--- src/rtl/cache_ctrl_pkg.sv ---
// Shared types for the direct-mapped write-through cache controller.
package cache_ctrl_pkg;

  typedef enum logic [2:0] {
    IDLE,
    LOOKUP,
    WRITE,
    FILL_REQ,
    FILL_WAIT,
    RESP
  } state_t;

  localparam int unsigned STATS_WIDTH = 16;

  // Saturating increment for the optional hit/miss counters
  function automatic logic [STATS_WIDTH-1:0] sat_inc(input logic [STATS_WIDTH-1:0] v);
    return (&v) ? v : v + STATS_WIDTH'(1);
  endfunction

endpackage

--- src/rtl/cache_ctrl_fill_seq.sv ---
// Line-fill sequencer: beat counter, fill word address and last-beat flag.
module cache_ctrl_fill_seq #(
  parameter int unsigned ADDR_WIDTH     = 8,
  parameter int unsigned LOG_NUM_BLOCKS = 1
) (
  input  logic                                 clk,
  input  logic                                 rst,
  input  logic                                 i_clear,
  input  logic                                 i_advance,
  input  logic [ADDR_WIDTH-LOG_NUM_BLOCKS-1:0] i_line,
  output logic [LOG_NUM_BLOCKS-1:0]            o_beat,
  output logic [ADDR_WIDTH-1:0]                o_fill_addr,
  output logic                                 o_last
);

  logic [LOG_NUM_BLOCKS-1:0] r_beat;

  // Beats always run from 0 upward and wrap back to 0 after the last one
  always_ff @(posedge clk or negedge rst) begin
    if (!rst) begin
      r_beat <= '0;
    end else if (i_clear) begin
      r_beat <= '0;
    end else if (i_advance) begin
      r_beat <= r_beat + LOG_NUM_BLOCKS'(1);
    end
  end

  assign o_beat      = r_beat;
  assign o_fill_addr = {i_line, r_beat};
  assign o_last      = &r_beat;

endmodule

--- src/rtl/cache_controller.sv ---
// Direct-mapped, write-through, no-write-allocate cache controller, one request in flight.
// Optional hit/miss counters are built when CACHE_CTRL_STATS_EN is defined.
module cache_controller
  import cache_ctrl_pkg::*;
#(
  parameter int unsigned ADDR_WIDTH     = 8,
  parameter int unsigned DATA_WIDTH     = 32,
  parameter int unsigned LOG_NUM_BLOCKS = 1
) (
  input  logic                  clk,
  input  logic                  rst,
  input  logic                  cpu_req_valid,
  output logic                  cpu_req_ready,
  input  logic                  cpu_req_we,
  input  logic [ADDR_WIDTH-1:0] cpu_req_addr,
  input  logic [DATA_WIDTH-1:0] cpu_req_wdata,
  output logic                  cpu_resp_valid,
  output logic [DATA_WIDTH-1:0] cpu_resp_rdata,
  output logic                  cpu_resp_hit,
  output logic [ADDR_WIDTH-1:0] cache_address,
  output logic                  cache_write_en,
  output logic [DATA_WIDTH-1:0] cache_write_data,
  input  logic                  cache_hit,
  input  logic [DATA_WIDTH-1:0] cache_read_data,
  output logic                  mem_req_valid,
  input  logic                  mem_req_ready,
  output logic                  mem_req_we,
  output logic [ADDR_WIDTH-1:0] mem_req_addr,
  output logic [DATA_WIDTH-1:0] mem_req_wdata,
  input  logic                  mem_resp_valid,
  input  logic [DATA_WIDTH-1:0] mem_resp_rdata
`ifdef CACHE_CTRL_STATS_EN
  ,
  output logic [STATS_WIDTH-1:0] hit_count,
  output logic [STATS_WIDTH-1:0] miss_count
`endif
);

  state_t                    r_state;
  logic                      r_we;
  logic [ADDR_WIDTH-1:0]     r_addr;
  logic [DATA_WIDTH-1:0]     r_wdata;
  logic [DATA_WIDTH-1:0]     r_rdata;
  logic                      r_hit;

  logic [LOG_NUM_BLOCKS-1:0] w_beat;
  logic [ADDR_WIDTH-1:0]     w_fill_addr;
  logic                      w_last;
  logic                      w_is_target;

  cache_ctrl_fill_seq #(
    .ADDR_WIDTH    (ADDR_WIDTH),
    .LOG_NUM_BLOCKS(LOG_NUM_BLOCKS)
  ) u_fill_seq (
    .clk        (clk),
    .rst        (rst),
    .i_clear    (r_state == LOOKUP),
    .i_advance  ((r_state == FILL_WAIT) && mem_resp_valid),
    .i_line     (r_addr[ADDR_WIDTH-1:LOG_NUM_BLOCKS]),
    .o_beat     (w_beat),
    .o_fill_addr(w_fill_addr),
    .o_last     (w_last)
  );

  assign w_is_target = (w_beat == r_addr[LOG_NUM_BLOCKS-1:0]);

  // Request sequencing; load data and hit flag are held for the response cycle
  always_ff @(posedge clk or negedge rst) begin
    if (!rst) begin
      r_state <= IDLE;
      r_we    <= 1'b0;
      r_addr  <= '0;
      r_wdata <= '0;
      r_rdata <= '0;
      r_hit   <= 1'b0;
    end else begin
      case (r_state)
        IDLE: begin
          if (cpu_req_valid) begin
            r_we    <= cpu_req_we;
            r_addr  <= cpu_req_addr;
            r_wdata <= cpu_req_wdata;
            r_rdata <= '0;
            r_hit   <= 1'b0;
            r_state <= LOOKUP;
          end
        end
        LOOKUP: begin
          r_hit <= cache_hit;
          if (r_we) begin
            r_state <= WRITE;
          end else if (cache_hit) begin
            r_rdata <= cache_read_data;
            r_state <= RESP;
          end else begin
            r_state <= FILL_REQ;
          end
        end
        WRITE:    if (mem_req_ready) r_state <= RESP;
        FILL_REQ: if (mem_req_ready) r_state <= FILL_WAIT;
        FILL_WAIT: begin
          if (mem_resp_valid) begin
            if (w_is_target) r_rdata <= mem_resp_rdata;
            r_state <= w_last ? RESP : FILL_REQ;
          end
        end
        RESP:    r_state <= IDLE;
        default: r_state <= IDLE;
      endcase
    end
  end

  // Kept apart from the write strobe: the cache's hit is combinational on this address
  always_comb begin
    cache_address = '0;
    if (r_state == LOOKUP)         cache_address = r_addr;
    else if (r_state == FILL_WAIT) cache_address = w_fill_addr;
  end

  always_comb begin
    cpu_req_ready    = (r_state == IDLE);
    cpu_resp_valid   = (r_state == RESP);
    cpu_resp_rdata   = '0;
    cpu_resp_hit     = 1'b0;
    cache_write_en   = 1'b0;
    cache_write_data = '0;
    mem_req_valid    = 1'b0;
    mem_req_we       = 1'b0;
    mem_req_addr     = '0;
    mem_req_wdata    = '0;
    case (r_state)
      LOOKUP: begin
        if (r_we && cache_hit) begin
          cache_write_en   = 1'b1;
          cache_write_data = r_wdata;
        end
      end
      WRITE: begin
        mem_req_valid = 1'b1;
        mem_req_we    = 1'b1;
        mem_req_addr  = r_addr;
        mem_req_wdata = r_wdata;
      end
      FILL_REQ: begin
        mem_req_valid = 1'b1;
        mem_req_addr  = w_fill_addr;
      end
      FILL_WAIT: begin
        if (mem_resp_valid) begin
          cache_write_en   = 1'b1;
          cache_write_data = mem_resp_rdata;
        end
      end
      RESP: begin
        cpu_resp_rdata = r_rdata;
        cpu_resp_hit   = r_hit;
      end
      default: ;
    endcase
  end

`ifdef CACHE_CTRL_STATS_EN
  logic [STATS_WIDTH-1:0] r_hit_count;
  logic [STATS_WIDTH-1:0] r_miss_count;

  // Counted once per request, at the tag decision
  always_ff @(posedge clk or negedge rst) begin
    if (!rst) begin
      r_hit_count  <= '0;
      r_miss_count <= '0;
    end else if (r_state == LOOKUP) begin
      if (cache_hit) r_hit_count  <= sat_inc(r_hit_count);
      else           r_miss_count <= sat_inc(r_miss_count);
    end
  end

  assign hit_count  = r_hit_count;
  assign miss_count = r_miss_count;
`endif

endmodule

--- config.mk ---
export PLATFORM = sky130hd
export DESIGN_NAME = cache_controller
export DESIGN_NICKNAME = d
export VERILOG_FILES = /design/src/rtl/cache_ctrl_pkg.sv /design/src/rtl/cache_ctrl_fill_seq.sv /design/src/rtl/cache_controller.sv
export SDC_FILE = /design/constraint.sdc
export NUM_CORES = 1
export LEC_CHECK = 0
export ABC_CLOCK_PERIOD_IN_PS = 2200
export CAP_MARGIN = 20
export CORE_MARGIN = 1.5
export CORE_UTILIZATION = 41
export CTS_CLUSTER_DIAMETER = 40
export DETAILED_ROUTE_END_ITERATION = 6
export HOLD_SLACK_MARGIN = 0.05
export PLACE_DENSITY = 0.89
export RECOVER_POWER = 100
export SLEW_MARGIN = 25
export SYNTH_ARGS = -nofsm -noshare
export SYNTH_HDL_FRONTEND = slang
export SYNTH_HIERARCHICAL = 1
export SYNTH_SLANG_ARGS = --single-unit
--- constraint.sdc ---
create_clock -name clk -period 2.2 [get_ports clk]
set_input_delay 0.22 -clock clk [delete_from_list [all_inputs] [get_ports clk]]
set_output_delay 0.22 -clock clk [all_outputs]
set_load 0.1 [all_outputs]
Word-level counts from Yosys, hierarchy flattened
Cells that the tools add are included.
{ "totals": {"ff_bits": 78, "in_bits": 111, "out_inout_bits": 118, "elab_cells": 64} }
{ "classes": {"n_addsub": 1, "n_eq_ne": 13, "mux": 32, "reduce_logical": 11} }
{ "op_table": {"columns": ["operator", "count"], "rows": [
  ["$mux W32", 9],
  ["$pmux W32 S3", 1],
  ["$pmux W32 S2", 1],
  ["$mux W3", 7],
  ["$mux W8", 2],
  ["$pmux W8 S2", 1],
  ["$pmux W3 S5", 1],
  ["$ne A2 B2 Y1 const B", 7],
  ["$mux W1", 8],
  ["$eq A3 B2 Y1 const B", 2],
  ["$eq A3 B3 Y1 const B", 2],
  ["$reduce_and A6 Y1", 1],
  ["$pmux W1 S2", 2],
  ["$reduce_and A2 Y1", 2],
  ["$reduce_and A4 Y1", 1],
  ["$reduce_bool A2 Y1", 2],
  ["$eq A3 B1 Y1 const B", 1],
  ["$logic_not A3 Y1", 1],
  ["$reduce_bool A3 Y1", 1],
  ["$logic_and A1 B1 Y1", 2],
  ["$reduce_or A2 Y1", 1],
  ["$add A1 B1 Y1 const B", 1],
  ["$eq A1 B1 Y1", 1]
]} }

Logic depth before layout (Yosys ltp)
Gate-level depths: netlist of run 1.
{ "depth": {"ltp_word": 4, "mapped_depth": 7, "depth_no_buf": 5} }

Cells and area by module
Netlist of run 1, hierarchy kept.
{ "modules_own_cells": {"columns": ["module", "n_inst", "cells_each", "area_per_inst_um2", "seq_area_each_um2"], "rows": [
  ["cache_controller", 1, 417, 4446.8, 1926.8],
  ["cache_ctrl_fill_seq", 1, 12, 105.1, 25.0]
]} }

Worst setup path before layout of run 1
OpenSTA, ideal clock, no wires.
{ "synth_timing": {"path_kind": "flip-flop to flip-flop", "startpoint": "register r_state[2]", "endpoint": "register r_wdata[0]", "setup_ns": 0.125, "t_arrival_ns": 3.568, "required_time_ns": 2.075, "slack_ns": -1.493, "stages_incl_launch_ff": 7, "n_path_buf": 3, "synth_period_minus_slack_ns": 3.693, "path_cell_list": "dfrtp_1 -> buf_2 -> nor3_1 -> and2_1 -> buf_4 -> buf_6 -> mux2_2"} }
{ "synth_via": {"elab_chain_cells": 2} }
{ "synth_lines": {"columns": ["item", "line", "text"], "rows": [
  ["from (decl)", "cache_controller.sv:39", "state_t r_state;"],
  ["from (signal assigned)", "cache_controller.sv:104", "r_state <= w_last ? RESP : FILL_REQ;"],
  ["$logic_not A3 Y1", null, null],
  ["net cpu_req_ready", "cache_controller.sv:13", "output logic cpu_req_ready,"],
  ["$reduce_and A2 Y1 (no line)", null, null],
  ["to (signal assigned)", "cache_controller.sv:82", "r_wdata <= cpu_req_wdata;"],
  ["to (decl)", "cache_controller.sv:42", "logic [DATA_WIDTH-1:0] r_wdata;"]
]} }
The timed path passes the listed nets, and every way through them passes these cells.
A chain may end at the register's enable or synchronous reset.

Worst setup path after layout of run 1
{ "layout_timing": {"startpoint": "register r_state[0]", "endpoint": "output mem_req_wdata[17]"} }
{ "layout_via": {"elab_chain_cells": 2} }
{ "layout_lines": {"columns": ["item", "line", "text"], "rows": [
  ["$eq A3 B2 Y1", "cache_controller.sv:131", "case (r_state)"],
  ["$mux W32", "cache_controller.sv:131", null],
  ["to (decl)", "cache_controller.sv:29", "output logic [DATA_WIDTH-1:0] mem_req_wdata,"]
]} }
No other way between the ends.

==> results of run 1 <==
==> cells by family after synthesis <==
kind of cell	synth area share, %
xor gates and xnor gates	0.385
AOI/OAI and AO/OA	14.0
muxes	20.0
DFF	42.9
buffers and inverters	6.65
and+or+nand+nor	16.0
==> metrics by stage <==
step	setup slack (ps)	utilization (%)	hold slack (ps)	power, uW
after floorplan	-249	-	-75.6	8910
after global routing	-1.02	79.9	468	13800
after CTS	7.40	79.8	397	13200
after detailed placement	84.8	77.3	216	12000
after global placement	235	77.3	201	11700
final	65.5	79.9	470	13200
==> routing by layer <==
layer  up-vias  wire [um]
li1       1951          -
met1      2154       5990
met2       236       8810
met3        39       1240
met4         0        504
met5         -          0
==> registers in the layout (all words and copies together) (netlist names) <==
register,cells
u_fill_seq/o_beat,1
r_hit,1
r_addr,8
r_state,3
r_wdata,32
r_we,1
r_rdata,32
==> power by group through the flow <==
stage	registers, uW	logic, uW	clock network, uW
finish	2770	9390	1090
global route	2850	9720	1190
floorplan	2500	6400	0
detailed placement	2780	9240	0
global placement	2710	9030	0
CTS	2760	9370	1120
==> worst register-to-register path, stage by stage, from the launching register on <==
cell and delay [ps]:
dfrtp_2 470, buf_4 170, nor3_4 250, and2_2 230, buf_12 240, mux2_2 420
==> cells in the mapped netlist, types with 4 or more instances <==
library cell,number
dfrtp_1,78
mux2_2,72
and2_1,66
nor2_1,53
a22oi_1,40
a22o_1,32
clkbuf_1,17
buf_2,10
buf_4,10
mux2i_1,9
buf_6,8
nor3_1,4
==> worst max-delay path by stage <==
stage                     slack [ps]  depth (start not counted)                endpoint                    from
after floorplan                 -250                          4         mem_req_addr[0]  r_state[1]$_DFFE_PN0P_
after global placement           240                          6  r_rdata[4]$_DFFE_PN0P_               cache_hit
after detailed placement          80                          6     cache_write_data[0]  r_state[0]$_DFFE_PN0P_
after CTS                          7                          6     cache_write_data[6]  r_state[1]$_DFFE_PN0P_
after global routing              -1                          6          cache_write_en  r_state[0]$_DFFE_PN0P_
final                             70                          5       mem_req_wdata[17]  r_state[0]$_DFFE_PN0P_
==> repair_timing <==
action	CTS	global route
hold buffers	1	0
buffers inserted	4	2
endpoints found under the setup margin	53	33
gates resized for setup	11	4
endpoints found under the hold margin	35	0
pin swaps	0	1
==> area by class of cell <==
| cell class | count | share of cell area, % |
|---|---|---|
| Sequential cell | 78 | 22.6 |
| Tap cell | 140 | 2.02 |
| Clock inverter | 6 | 0.708 |
| Multi-Input combinational cell | 300 | 29.9 |
| Clock buffer | 10 | 1.59 |
| Timing Repair Buffer | 257 | 43.1 |
| Inverter | 4 | 0.173 |
==> summary.txt, run 1 <==
Final layout
  – Multi-input gate area: 0.00259 sq mm
  – Diodes inserted: 0
  – Area grow syn2layout: 90.2%
  – Share of post-route cells with drive strength above 1: 47.0%
  – Final Non-Filler Cells: 795
  – Design Area, Final: 0.00866 sq mm
  – Most frequent cells in the layout: buf_12 (121), clkdlybuf4s50_1 (109), dfrtp_1 (75)
  – Reg area: 0.00196 sq mm
  – Number of fill cells in the layout: 605
  – Most common cell after layout, fill and taps aside: buf_12
  – Nets: 761

Timing
  – Worst Tran Pin Value: 911 ps
  – Tcrit/Tclk final: 97.0%
  – Max frequency: 468 MHz
  – Slew margin rel.: 39.3%
  – Setup TNS: 0 ps
  – RSZ-0062 raised after global routing: true
  – # setup viols final: 0
  – Post-route minimum period: 2130 ps
  – Setup Skew: 11.0 ps
  – Final Hold Viols: 0
  – Final Slew Violations: 0

Setup path
  – Startpoint Class: flop
  – RR Startpoint: r_state[0]$_DFFE_PN0P_
  – Crit path capture type: primary output
  – CP peak stage delay: 470 ps
  – R2R Setup Slk: 310 ps
  – Reg2Reg Depth: 5
  – Slowest cell on the critical path: dfrtp_2
  – CP Data Arrival Time: 1910 ps
  – Critical Setup Path Class: reg2out
  – Worst EP required: 1980 ps
  – Maximum fanout along the worst path: 20
  – CP Cell Sequence: buf_4 > nor3b_2 > buf_4 > and2_1 > buf_12
  – R2r endpoint: r_wdata[0]$_DFFE_PN0P_
  – Cell mode on critical path: buf_4
  – CP top delay family: buffers and inverters
  – CP bufs+invs: 3

Floorplanning
  – # IOs: 229
  – Starting Density: 42.0%
  – DIE AREA: 0.0117 sq mm
  – Die Y: 108 um
  – Placeable Area: 0.0108 sq mm
  – Die width: 108 um
  – Cell Rows: 38

Place
  – Dpl cell area: 0.00837 sq mm
  – DP HPWL: 12.6 mm
  – Cell total after placement: 772
  – Number of port buffers: 228
  – RePlAce Congestion: 0.798

Power and ir drop
  – Peak VDD IR: 1780 uV
  – Logic pwr share: 70.9%
  – Int Power: 6520 uW
  – Pwr dens: 1530 mW/mm^2
  – Clock share of power: 8.2%
  – Net Sw Power: 6720 uW
  – Pleak: 0.00377 uW
  – Sequential Power Share: 20.9%
  – Sw Share: 50.8%

GRT
  – M3 GR Usage: 6.09%
  – Largest net degree at the start of global routing: 44
  – First-pass GRT wire length: 25.1 mm
  – Grt total ovfl: 0
  – Initial antenna violation count: 0
  – GRT Overall Usage: 28.3%
  – GR Util met1: 31.5%
  – Vias in the first global route: 4,670
  – Grt met2 use: 51.5%
  – Most Crowded Layer GR: met2

Detailed routing
  – Routed Wire Length: 16.5 mm
  – Routed vias/inst: 5.51
  – 1st-pass router iterations: 5
  – First-iteration detailed-routing DRC count: 245
  – Via count: 4,380
  – Routed len/inst: 20.8 um
  – DRC violations left: 0
  – Antenna Violating Nets Remaining: 0

Logic synthesis
  – Synth Register Bits: 78
  – Top post-synthesis cells by area: dfrtp_1 (43%), mux2_2 (18%), and2_1 (9.1%), a22oi_1 (6.6%), a22o_1 (6.2%)
  – Sequential share of the synthesized area: 42.9%
  – Post-synth top area cell: dfrtp_1
  – Post-Synthesis Cells: 429
  – Mapped Avg Cell Area: 10.6 sq um
  – Synth cell types: 35
  – Area share of the largest cell type after synthesis: 42.9%
  – Main synth FF type: dfrtp_1
  – EDFF count, synth: 0
  – Cell Area, Synth: 0.00455 sq mm
  – Ys Warns: 6
  – Syn nets: 540
  – Asr flop ratio synth: 100%

Clock tree
  – Skew-Pair Late Insertion Delay: 350 ps
  – H-tree Lvls: 3
  – Clk buf depth: 2
  – Reg clk slew, reported paths: 80 ps
  – Total CTS buffers: 9
  – Root Buffer: clkbuf_8
  – CTS tree: done
  – CTS sink cnt: 78

Min path
  – Hold path startpoint: cache_hit
  – Hold crit path type: in2reg
  – Hold-critical path depth: 3
  – Worst Hold Path EP: r_hit$_DFFE_PN0P_

Outcome
  – Outcome: finished, final reports clean

Run
  – Max-Cap Viols: 0
No activity file was read; power rests on OpenSTA's default activity.
==> run 2: changes to the inputs <==
--- a/config.mk
+++ b/config.mk
@@ -9,7 +9,7 @@
 export CAP_MARGIN = 20
 export CORE_MARGIN = 1.5
 export CORE_UTILIZATION = 41
-export CTS_CLUSTER_DIAMETER = 40
+export CTS_CLUSTER_DIAMETER = 100
 export DETAILED_ROUTE_END_ITERATION = 6
 export HOLD_SLACK_MARGIN = 0.05
 export PLACE_DENSITY = 0.89
==> results of run 2 <==
Same layout as run 1: the final DEF is identical, and so are final timing and power.
